$ cat src/rtl/vfp_addsub_sequencer.sv
// -----------------------------------------------------------------------------
// vfp_addsub_sequencer
//
// Issue-side controller for the vector FP add/sub unit. One request is taken
// at a time. For each 128-bit row it reads the vs1/vs2 rows, presents them to
// the FP unit, waits for the unit's done, and writes the vd row back. On the
// last row the write carries tail byte-enables.
//
// Ports
//   clk_i, rst_ni                    clock, asynchronous active-low reset
//   req_*                            request handshake and fields
//                                    (op, vsew, vl, three base rows)
//   rd_en_o, rd_addr1_o/2_o          VRF read port (data returns next cycle)
//   rd_data1_i/2_i                   VRF read data
//   fu_add_sub_o, fu_vsew_o          FU op / element width (2'b00 = NOP)
//   fu_vs1_o/fu_vs2_o                registered FU operands
//   fu_done_i, fu_vd_i               FU result handshake and data
//   wr_en_o, wr_addr_o, wr_data_o,   VRF write port, one strobe per row
//   wr_be_o
//   busy_o, done_o, err_o            status; done_o/err_o are one-cycle pulses
//
// Optional feature: define VFP_SEQ_TIMEOUT_EN to abort a row that waits
// TIMEOUT_CYCLES cycles without fu_done_i. The row is not written, and the
// request ends with done_o and err_o.
// -----------------------------------------------------------------------------
module vfp_addsub_sequencer #(
  parameter int VRF_AW = 5,
  parameter int VL_W   = 8
`ifdef VFP_SEQ_TIMEOUT_EN
  , parameter int TIMEOUT_CYCLES = 16
`endif
) (
  input  logic              clk_i,
  input  logic              rst_ni,
  input  logic              req_valid_i,
  output logic              req_ready_o,
  input  logic              req_add_sub_i,
  input  logic [1:0]        req_vsew_i,
  input  logic [VL_W-1:0]   req_vl_i,
  input  logic [VRF_AW-1:0] req_vs1_base_i,
  input  logic [VRF_AW-1:0] req_vs2_base_i,
  input  logic [VRF_AW-1:0] req_vd_base_i,
  output logic              rd_en_o,
  output logic [VRF_AW-1:0] rd_addr1_o,
  output logic [VRF_AW-1:0] rd_addr2_o,
  input  logic [127:0]      rd_data1_i,
  input  logic [127:0]      rd_data2_i,
  output logic              fu_add_sub_o,
  output logic [1:0]        fu_vsew_o,
  output logic [127:0]      fu_vs1_o,
  output logic [127:0]      fu_vs2_o,
  input  logic              fu_done_i,
  input  logic [127:0]      fu_vd_i,
  output logic              wr_en_o,
  output logic [VRF_AW-1:0] wr_addr_o,
  output logic [127:0]      wr_data_o,
  output logic [15:0]       wr_be_o,
  output logic              busy_o,
  output logic              done_o,
  output logic              err_o
);

  typedef enum logic [2:0] {
    S_IDLE  = 3'd0,
    S_READ  = 3'd1,
    S_ISSUE = 3'd2,
    S_WAIT  = 3'd3,
    S_WRITE = 3'd4,
    S_DONE  = 3'd5
  } state_e;

  state_e              state_r;
  logic                op_r;
  logic [1:0]          vsew_r;
  logic [VL_W-1:0]     rem_r;       // elements still to be written, incl. current row
  logic [VRF_AW-1:0]   vs1_base_r;
  logic [VRF_AW-1:0]   vs2_base_r;
  logic [VRF_AW-1:0]   vd_base_r;
  logic [VRF_AW-1:0]   idx_r;       // row index; only ever used modulo the VRF size
  logic                req_ready_r;
  logic                rd_en_r;
  logic [VRF_AW-1:0]   rd_addr1_r;
  logic [VRF_AW-1:0]   rd_addr2_r;
  logic                fu_add_sub_r;
  logic [1:0]          fu_vsew_r;
  logic [127:0]        fu_vs1_r;
  logic [127:0]        fu_vs2_r;
  logic                wr_en_r;
  logic [VRF_AW-1:0]   wr_addr_r;
  logic [127:0]        wr_data_r;
  logic [15:0]         wr_be_r;
  logic                busy_r;
  logic                done_r;
  logic                err_r;
  logic [VL_W-1:0]     epc_s;       // elements per 128-bit row
`ifdef VFP_SEQ_TIMEOUT_EN
  localparam logic [15:0] WAIT_LAST = 16'(TIMEOUT_CYCLES - 1);
  logic [15:0]         wait_cnt_r;
`endif

  // vsew_r[0] separates 64-bit (2'b11) from 32-bit (2'b10) once legality is known.
  assign epc_s = vsew_r[0] ? VL_W'(2) : VL_W'(4);

  // Byte-enables for a row holding `rem` remaining elements; only a partial
  // last row (rem < elements per row) gets a narrower mask.
  function automatic logic [15:0] tail_be(input logic [VL_W-1:0] rem, input logic is64);
    logic [15:0] be;
    be = 16'hFFFF;
    if (is64) begin
      if (rem < VL_W'(2)) be = 16'h00FF;
      else                be = 16'hFFFF;
    end else begin
      case (rem)
        VL_W'(1): be = 16'h000F;
        VL_W'(2): be = 16'h00FF;
        VL_W'(3): be = 16'h0FFF;
        default:  be = 16'hFFFF;
      endcase
    end
    return be;
  endfunction

  // Request FSM with all outputs registered on the transition into each state.
  always_ff @(posedge clk_i or negedge rst_ni) begin
    if (!rst_ni) begin
      state_r      <= S_IDLE;
      op_r         <= 1'b0;
      vsew_r       <= 2'b00;
      rem_r        <= {VL_W{1'b0}};
      vs1_base_r   <= {VRF_AW{1'b0}};
      vs2_base_r   <= {VRF_AW{1'b0}};
      vd_base_r    <= {VRF_AW{1'b0}};
      idx_r        <= {VRF_AW{1'b0}};
      req_ready_r  <= 1'b1;
      rd_en_r      <= 1'b0;
      rd_addr1_r   <= {VRF_AW{1'b0}};
      rd_addr2_r   <= {VRF_AW{1'b0}};
      fu_add_sub_r <= 1'b0;
      fu_vsew_r    <= 2'b00;
      fu_vs1_r     <= 128'd0;
      fu_vs2_r     <= 128'd0;
      wr_en_r      <= 1'b0;
      wr_addr_r    <= {VRF_AW{1'b0}};
      wr_data_r    <= 128'd0;
      wr_be_r      <= 16'h0000;
      busy_r       <= 1'b0;
      done_r       <= 1'b0;
      err_r        <= 1'b0;
`ifdef VFP_SEQ_TIMEOUT_EN
      wait_cnt_r   <= 16'd0;
`endif
    end else begin
      case (state_r)
        S_IDLE: begin
          if (req_valid_i && req_ready_r) begin
            op_r        <= req_add_sub_i;
            vsew_r      <= req_vsew_i;
            rem_r       <= req_vl_i;
            vs1_base_r  <= req_vs1_base_i;
            vs2_base_r  <= req_vs2_base_i;
            vd_base_r   <= req_vd_base_i;
            idx_r       <= {VRF_AW{1'b0}};
            req_ready_r <= 1'b0;
            busy_r      <= 1'b1;
            // Only 2'b10 / 2'b11 are legal widths; bit 1 clear means illegal.
            if (!req_vsew_i[1]) begin
              state_r <= S_DONE;
              done_r  <= 1'b1;
              err_r   <= 1'b1;
            end else if (req_vl_i == {VL_W{1'b0}}) begin
              state_r <= S_DONE;
              done_r  <= 1'b1;
            end else begin
              state_r    <= S_READ;
              rd_en_r    <= 1'b1;
              rd_addr1_r <= req_vs1_base_i;
              rd_addr2_r <= req_vs2_base_i;
            end
          end
        end
        S_READ: begin
          rd_en_r      <= 1'b0;
          fu_vsew_r    <= vsew_r;
          fu_add_sub_r <= op_r;
          state_r      <= S_ISSUE;
        end
        S_ISSUE: begin
          // Read data is valid in this cycle only.
          fu_vs1_r <= rd_data1_i;
          fu_vs2_r <= rd_data2_i;
          state_r  <= S_WAIT;
`ifdef VFP_SEQ_TIMEOUT_EN
          wait_cnt_r <= 16'd0;
`endif
        end
        S_WAIT: begin
          if (fu_done_i) begin
            // Dropping vsew to NOP lets the FU see a fresh op on the next row.
            fu_vsew_r <= 2'b00;
            wr_en_r   <= 1'b1;
            wr_addr_r <= vd_base_r + idx_r;
            wr_data_r <= fu_vd_i;
            wr_be_r   <= tail_be(rem_r, vsew_r[0]);
            state_r   <= S_WRITE;
`ifdef VFP_SEQ_TIMEOUT_EN
          end else if (wait_cnt_r == WAIT_LAST) begin
            fu_vsew_r <= 2'b00;
            done_r    <= 1'b1;
            err_r     <= 1'b1;
            state_r   <= S_DONE;
          end else begin
            wait_cnt_r <= wait_cnt_r + 16'd1;
`endif
          end
        end
        S_WRITE: begin
          wr_en_r <= 1'b0;
          idx_r   <= idx_r + VRF_AW'(1);
          rem_r   <= rem_r - epc_s;
          if (rem_r <= epc_s) begin
            done_r  <= 1'b1;
            state_r <= S_DONE;
          end else begin
            rd_en_r    <= 1'b1;
            rd_addr1_r <= vs1_base_r + idx_r + VRF_AW'(1);
            rd_addr2_r <= vs2_base_r + idx_r + VRF_AW'(1);
            state_r    <= S_READ;
          end
        end
        S_DONE: begin
          done_r      <= 1'b0;
          err_r       <= 1'b0;
          busy_r      <= 1'b0;
          req_ready_r <= 1'b1;
          state_r     <= S_IDLE;
        end
        default: begin
          rd_en_r     <= 1'b0;
          wr_en_r     <= 1'b0;
          fu_vsew_r   <= 2'b00;
          done_r      <= 1'b0;
          err_r       <= 1'b0;
          busy_r      <= 1'b0;
          req_ready_r <= 1'b1;
          state_r     <= S_IDLE;
        end
      endcase
    end
  end

  assign req_ready_o  = req_ready_r;
  assign rd_en_o      = rd_en_r;
  assign rd_addr1_o   = rd_addr1_r;
  assign rd_addr2_o   = rd_addr2_r;
  assign fu_add_sub_o = fu_add_sub_r;
  assign fu_vsew_o    = fu_vsew_r;
  assign fu_vs1_o     = fu_vs1_r;
  assign fu_vs2_o     = fu_vs2_r;
  assign wr_en_o      = wr_en_r;
  assign wr_addr_o    = wr_addr_r;
  assign wr_data_o    = wr_data_r;
  assign wr_be_o      = wr_be_r;
  assign busy_o       = busy_r;
  assign done_o       = done_r;
  assign err_o        = err_r;

endmodule
$ cat config.mk
export PLATFORM = sky130hd
export DESIGN_NAME = vfp_addsub_sequencer
export DESIGN_NICKNAME = d
export VERILOG_FILES = /design/src/rtl/vfp_addsub_sequencer.sv
export SDC_FILE = /design/constraint.sdc
export NUM_CORES = 1
export LEC_CHECK = 0
export ABC_AREA = 1
export CAP_MARGIN = 20
export CORE_AREA = 5 5 319 321
export CTS_CLUSTER_SIZE = 25
export DETAILED_ROUTE_END_ITERATION = 16
export DIE_AREA = 0 0 324 326
export SYNTH_ARGS = -nofsm -noshare
export SYNTH_HDL_FRONTEND = slang
export SYNTH_SLANG_ARGS = --single-unit
export TNS_END_PERCENT = 100
$ cat constraint.sdc
create_clock -name clk_i -period 2.6 [get_ports clk_i]
set_clock_uncertainty 0.2 [all_clocks]
set_input_delay 0.65 -clock clk_i [delete_from_list [all_inputs] [get_ports clk_i]]
set_output_delay 0.65 -clock clk_i [all_outputs]
set_load 0.005 [all_outputs]
=== After elaboration in Yosys (flattened, before gate mapping) ===
Index checks and enable logic that the tools add are counted.

* $mul: 0
* Equality and inequality tests: 16
* Multiplexer cells: 45
* Bitwise gates (word level): 5
* Shift-type cells: 0
* Add/subtract/negate cells: 7
* Reductions and logical operators: 20
* Div/mod/pow operators: 0
* Magnitude comparators: 2

{| class="wikitable"
|+ Operators with widths
! operator !! number
|-
| $pmux 16 s3 || 1
|-
| $mux 5 || 9
|-
| $mux 16 || 2
|-
| $pmux 5 s2 || 3
|-
| $mux 3 || 6
|-
| $eq 8x2->1 const B || 2
|-
| $pmux 8 s2 || 1
|-
| $add 5x1->5 const B || 3
|-
| $add 5x5->5 || 3
|-
| $pmux 3 s5 || 1
|-
| $ne 2x2->1 const B || 7
|-
| $reduce_and 2->1 || 7
|-
| $mux 1 || 13
|-
| $reduce_or 4->1 || 3
|-
| $reduce_and 5->1 || 2
|-
| $eq 8x1->1 const B || 1
|-
| $le 8x3->1 || 1
|-
| $logic_not 8->1 || 1
|-
| $lt 8x2->1 const B || 1
|-
| $mux 8 || 1
|-
| $pmux 1 s2 || 4
|-
| $sub 8x3->8 || 1
|-
| $eq 3x2->1 const B || 2
|-
| $eq 3x3->1 const B || 2
|-
| 12 further kinds || 18
|}

* ROM bits: 0
* Bits in writable memories: 0
* Output and inout bits: 424
* Memories kept: 0
* Bits in registers: 458
* Latch bits: 0
* Word-level logic and storage cells: 118
* Input port bits: 414

=== Depth between registers and ports, before layout ===
* Depth in word-level cells: 5
* Depth in mapped cells: 11
* Gate-level depth less buffers: 11

=== Worst setup path after synthesis ===
Ideal clock, no wire load.

* Path kind: register to register
* Start point: register vsew_r[0]
* End point: register rem_r[5]
* Arrival: 1.595 ns
* Buffers on the path: 0
* Period minus slack after synthesis: 1.924 ns
* Stages on the path, launching flop included: 9
* Setup slack: 0.676 ns
* Path through: dfrtp_1 > ha_1 > inv_1 > fa_1 > nor2_1 > nand2_1 > xor2_1 > o21ai_0 > o21ai_0

* Cells in the longest elaborated chain, start to end: 3

{| class="wikitable"
|+ Ends and longest elaborated chain
! element !! RTL line !! text
|-
| start: declaration || 74 || <nowiki>logic [1:0] vsew_r;</nowiki>
|-
| start signal: assignment || 157 || <nowiki>vsew_r <= req_vsew_i;</nowiki>
|-
| $mux 3 || 102 || <nowiki>assign epc_s = vsew_r[0] ? VL_W'(2) : VL_W'(4);</nowiki>
|-
| $sub 8x3->8 || 219 || <nowiki>rem_r <= rem_r - epc_s;</nowiki>
|-
| $pmux 8 s2 || 153 || <nowiki>case (state_r)</nowiki>
|-
| end signal: assignment || 129 || <nowiki>rem_r <= {VL_W{1'b0}};</nowiki>
|-
| end signal: assignment || 158 || <nowiki>rem_r <= req_vl_i;</nowiki>
|-
| end signal: assignment || 219 ||
|-
| end: declaration || 75 || <nowiki>logic [VL_W-1:0] rem_r;</nowiki>
|}

Every way passes these cells.
A chain may end at the register's enable or synchronous reset.

=== Worst setup path after layout ===
* Start point: register busy_r (netlist: busy_o)
* End point: output busy_o

{| class="wikitable"
|+ RTL lines
! element !! RTL line !! text
|-
| start: declaration || 92 || <nowiki>logic busy_r;</nowiki>
|-
| start signal: assignment || 146 || <nowiki>busy_r <= 1'b0;</nowiki>
|-
| start signal: assignment || 164 || <nowiki>busy_r <= 1'b1;</nowiki>
|-
| start signal: assignment || 233 || <nowiki>busy_r <= 1'b0;</nowiki>
|-
| end: declaration || 58 || <nowiki>output logic busy_o,</nowiki>
|}

No word-level cell between the ends.

==> impl_metrics.yaml <==
finish:
  multi_input_area_mm2: 0.00597
  nFillCells: 10300
  ff_latch_area_mm2: 0.0112
  drive_gt1_share_pct: 5.50
  fin_nets: 3356
  postLayoutCoreUtil_pct: 30.2
  area_growth_pct: 66.8
critical_path:
  r2r-end: "rem_r[7]"
  critPathKind: "reg -> out"
  path_cells: "clkdlybuf4s50_1"
  cp.required_ps: 1750
  cp_slowest_cell: "clkdlybuf4s50_1"
  r2r_start: "rem_r[1]"
  slowest_delay_ps: 670
  crit_fanout: 2
  critPathTopFamily: "buffers and inverters"
  cp-start-kind: "flop"
  reg2reg_depth: 10
  arrival_ps: 1630
  regToRegSetupSlack_ps: 420
  end_kind: "output port"
  critPathBufInv: 1
floorplan:
  dieArea_mm2: 0.106
  die_w_um: 324
  io_pins: 838
  die_height_um: 326
  start_util_pct: 18.1
  core_area_mm2: 0.0990
  rows: 116
power_and_ir_drop:
  p_clk_share_pct: 22.3
  power.total_mw: 35.7
  p_int_mw: 23.3
  swShare_pct: 34.6
  peakVddDrop_mv: 0.606
  seq_power_share_pct: 34.5
  powerDensity_mw_per_mm2: 1190
  power_leakage_nw: 14.4
  power.switching_mw: 12.4
  combinationalPowerShare_pct: 43.2
clock_network:
  cts.sinks: 446
  numCtsBuffers: 54
  clk_pin_slew_worst_paths_ps: 60
  htree_levels: 2
  cts_tree: "done"
  cts_setup_buffers: 0
  cts_buffer_depth: 3
  insertion_delay_ps: 610
  root_buffer: "clkbuf_16"
run_status:
  status: "completed"
min_path:
  whs_path_depth: 2
  min_to: "fu_vs1_o[89]"
  hold_class: "reg -> reg"
  min-delay-start: "fu_vs1_o[89]"
timing:
  max_freq_ghz: 0.403
  min_period_ps: 2480
  tns_ps: 0
  drv_slew: 0
  rsz0062_at_grt: "false"
  setup-violations-final: 0
  hold_viol: 0
  worst_pin_slew_ps: 702
  timing.final.crit_share_pct: 95.4
  slew_headroom_pct: 53.2
place:
  hpwl_um: 54400
  portBuffers: 837
  gp_congestion: 0.822
global_routing:
  grt_overflow: 0
  antenna_found_initial: 8
  grt_pass1_vias: 16600
  grt_use_total_pct: 12.8
  grt_pass1_wl_um: 105000
  grt_max_degree: 96
yosys:
  synthesis.area_mm2: 0.0179
  syn_nets: 2509
  synth-edff-count: 0
  ys_async_sr_fraction_pct: 100
  yosysWarnings: 0
  yosys_most_used_dff: "dfrtp_1"
  yosysSeqAreaShare_pct: 62.3
  synthCells: 2076
  ys_types: 36
  synth_area_per_cell_um2: 8.63
  ys_seq_elements: 446
route:
  ant_nets: 0
  firstDrtPassIters: 5
  wire_per_inst_um: 16.7
  via_per_inst: 3.84
  drc_errors: 0
  vias: 16400
  wirelength_um: 71300
  drt_first_iter_violations: 940
flow_run:
  max_cap_violations: 0
through the flow:
step | setup slack (ps) | std cells | hold WS (ps) | cell area [µm²]
detailed placement | 101 | 4164 | 257 | 28000
global route | 12.1 | 4265 | 283 | 29900
floorplan | 676 | 2076 | 154 | 17900
CTS | 14.7 | 4262 | 249 | 29900
global placement | 135 | 4164 | 252 | 28000
finish | 119 | 4270 | 266 | 29900
cell type report:
class	count	share of cell area, %
flip-flops and latches	446	37.4
repair buffers	900	30.2
multi-input cells	1465	20.0
well taps	1298	5.44
clock buffers	78	5.23
clock inverters	19	0.967
inverters	56	0.737
diodes	8	0.0670
power by group through the flow:
stage          sequential [mW]  clock, mW  combinational, mW
2_1_floorplan             12.3          0               5.89
3_3_place_gp              12.3          0               15.6
5_1_grt                   12.7       8.49               17.1
4_1_cts                   12.3       8.23               15.7
6_report                  12.3       7.95               15.4
3_5_place_dp              12.3          0               15.7
state kept, by name, summed over array words and instances, names as in the netlist, 2 cells and up:
name        count
rem_r           8
vs2_base_r      5
fu_vs1_o      128
fu_vsew_o       2
state_r         3
wr_data_o     128
wr_be_o         4
wr_addr_o       5
rd_addr1_o      5
idx_r           5
rd_addr2_o      5
fu_vs2_o      128
vs1_base_r      5
vsew_r          2
vd_base_r       5
timing repair:
item / CTS / global route
hold endpoints to repair: 37 / 0
hold buffers: 1 / 0
gates resized for setup: 4 / 1
setup endpoints to repair: 4 / 1
gates cloned: 0 / 0
pin swaps: 0 / 0
cells by family after synthesis:
family / synth area share, %
AOI/OAI and AO/OA: 1.77
xor gates and xnor gates: 0.391
adders and majority gates: 1.49
buffers and inverters: 4.42
DFF: 62.3
and+or+nand+nor: 29.6
layout by cell type (no fill, tap or decap), types with 2 or more instances in the layout:
| master | instances |
|---|---|
| xnor2_1 | 2 |
| fa_1 | 4 |
| o22ai_1 | 2 |
| nor2_1 | 24 |
| bufinv_16 | 7 |
| or2_2 | 3 |
| a21oi_1 | 13 |
| clkinv_2 | 10 |
| inv_2 | 3 |
| ha_1 | 15 |
| clkdlybuf4s50_1 | 831 |
| dfrtp_1 | 445 |
| buf_12 | 14 |
| xor2_1 | 6 |
| clkbuf_1 | 13 |
| o211ai_1 | 3 |
| o21ai_0 | 34 |
| clkbuf_16 | 55 |
| nor3_4 | 2 |
| nand3_1 | 40 |
| inv_1 | 50 |
| nand2_2 | 2 |
| diode_2 | 8 |
| buf_4 | 48 |
| clkbuf_8 | 10 |
| dlygate4sd2_1 | 4 |
| o221ai_1 | 2 |
| nand2_1 | 1301 |
| nand3b_1 | 2 |
synthesized netlist by cell type, types with 2 or more instances:
library cell | n | share of area [%]
nand2_2 | 2 | 0.070
fa_1 | 4 | 0.45
o22ai_1 | 2 | 0.070
xnor2_1 | 2 | 0.098
nand3b_1 | 2 | 0.084
buf_2 | 62 | 1.7
ha_1 | 15 | 1.0
inv_2 | 5 | 0.10
o21ai_0 | 34 | 0.95
inv_1 | 50 | 1.0
o221ai_1 | 2 | 0.098
nor3_4 | 2 | 0.18
nand2_1 | 1301 | 27
or2_2 | 3 | 0.10
clkbuf_1 | 22 | 0.46
dfrtp_1 | 445 | 62
nor2_1 | 24 | 0.50
xor2_1 | 6 | 0.29
a21oi_1 | 13 | 0.36
o211ai_1 | 3 | 0.13
nand3_1 | 40 | 1.1
buf_4 | 23 | 0.96
worst max path at each step:
stage / start / endpoint / slack [ps] / depth (start not counted)
3_5_place_dp: fu_done_i / wr_data_o[39] / 100 / 5
3_3_place_gp: fu_done_i / wr_data_o[54] / 140 / 5
5_1_grt: busy_o / busy_o / 10 / 1
6_report: busy_o / busy_o / 120 / 1
4_1_cts: req_ready_o / req_ready_o / 10 / 1
2_1_floorplan: vsew_r[0] / rem_r[5] / 680 / 8
per-layer routing:
layer / track usage [%] / share of wire [%] / vias to the layer above
li1: - / - / 8015
met1: 15.7 / 41 / 7711
met2: 21.6 / 48 / 581
met3: 4.22 / 8.4 / 97
met4: 3.68 / 2.6 / 0
met5: 0 / 0 / -
Power figures use the tool's default switching activity.
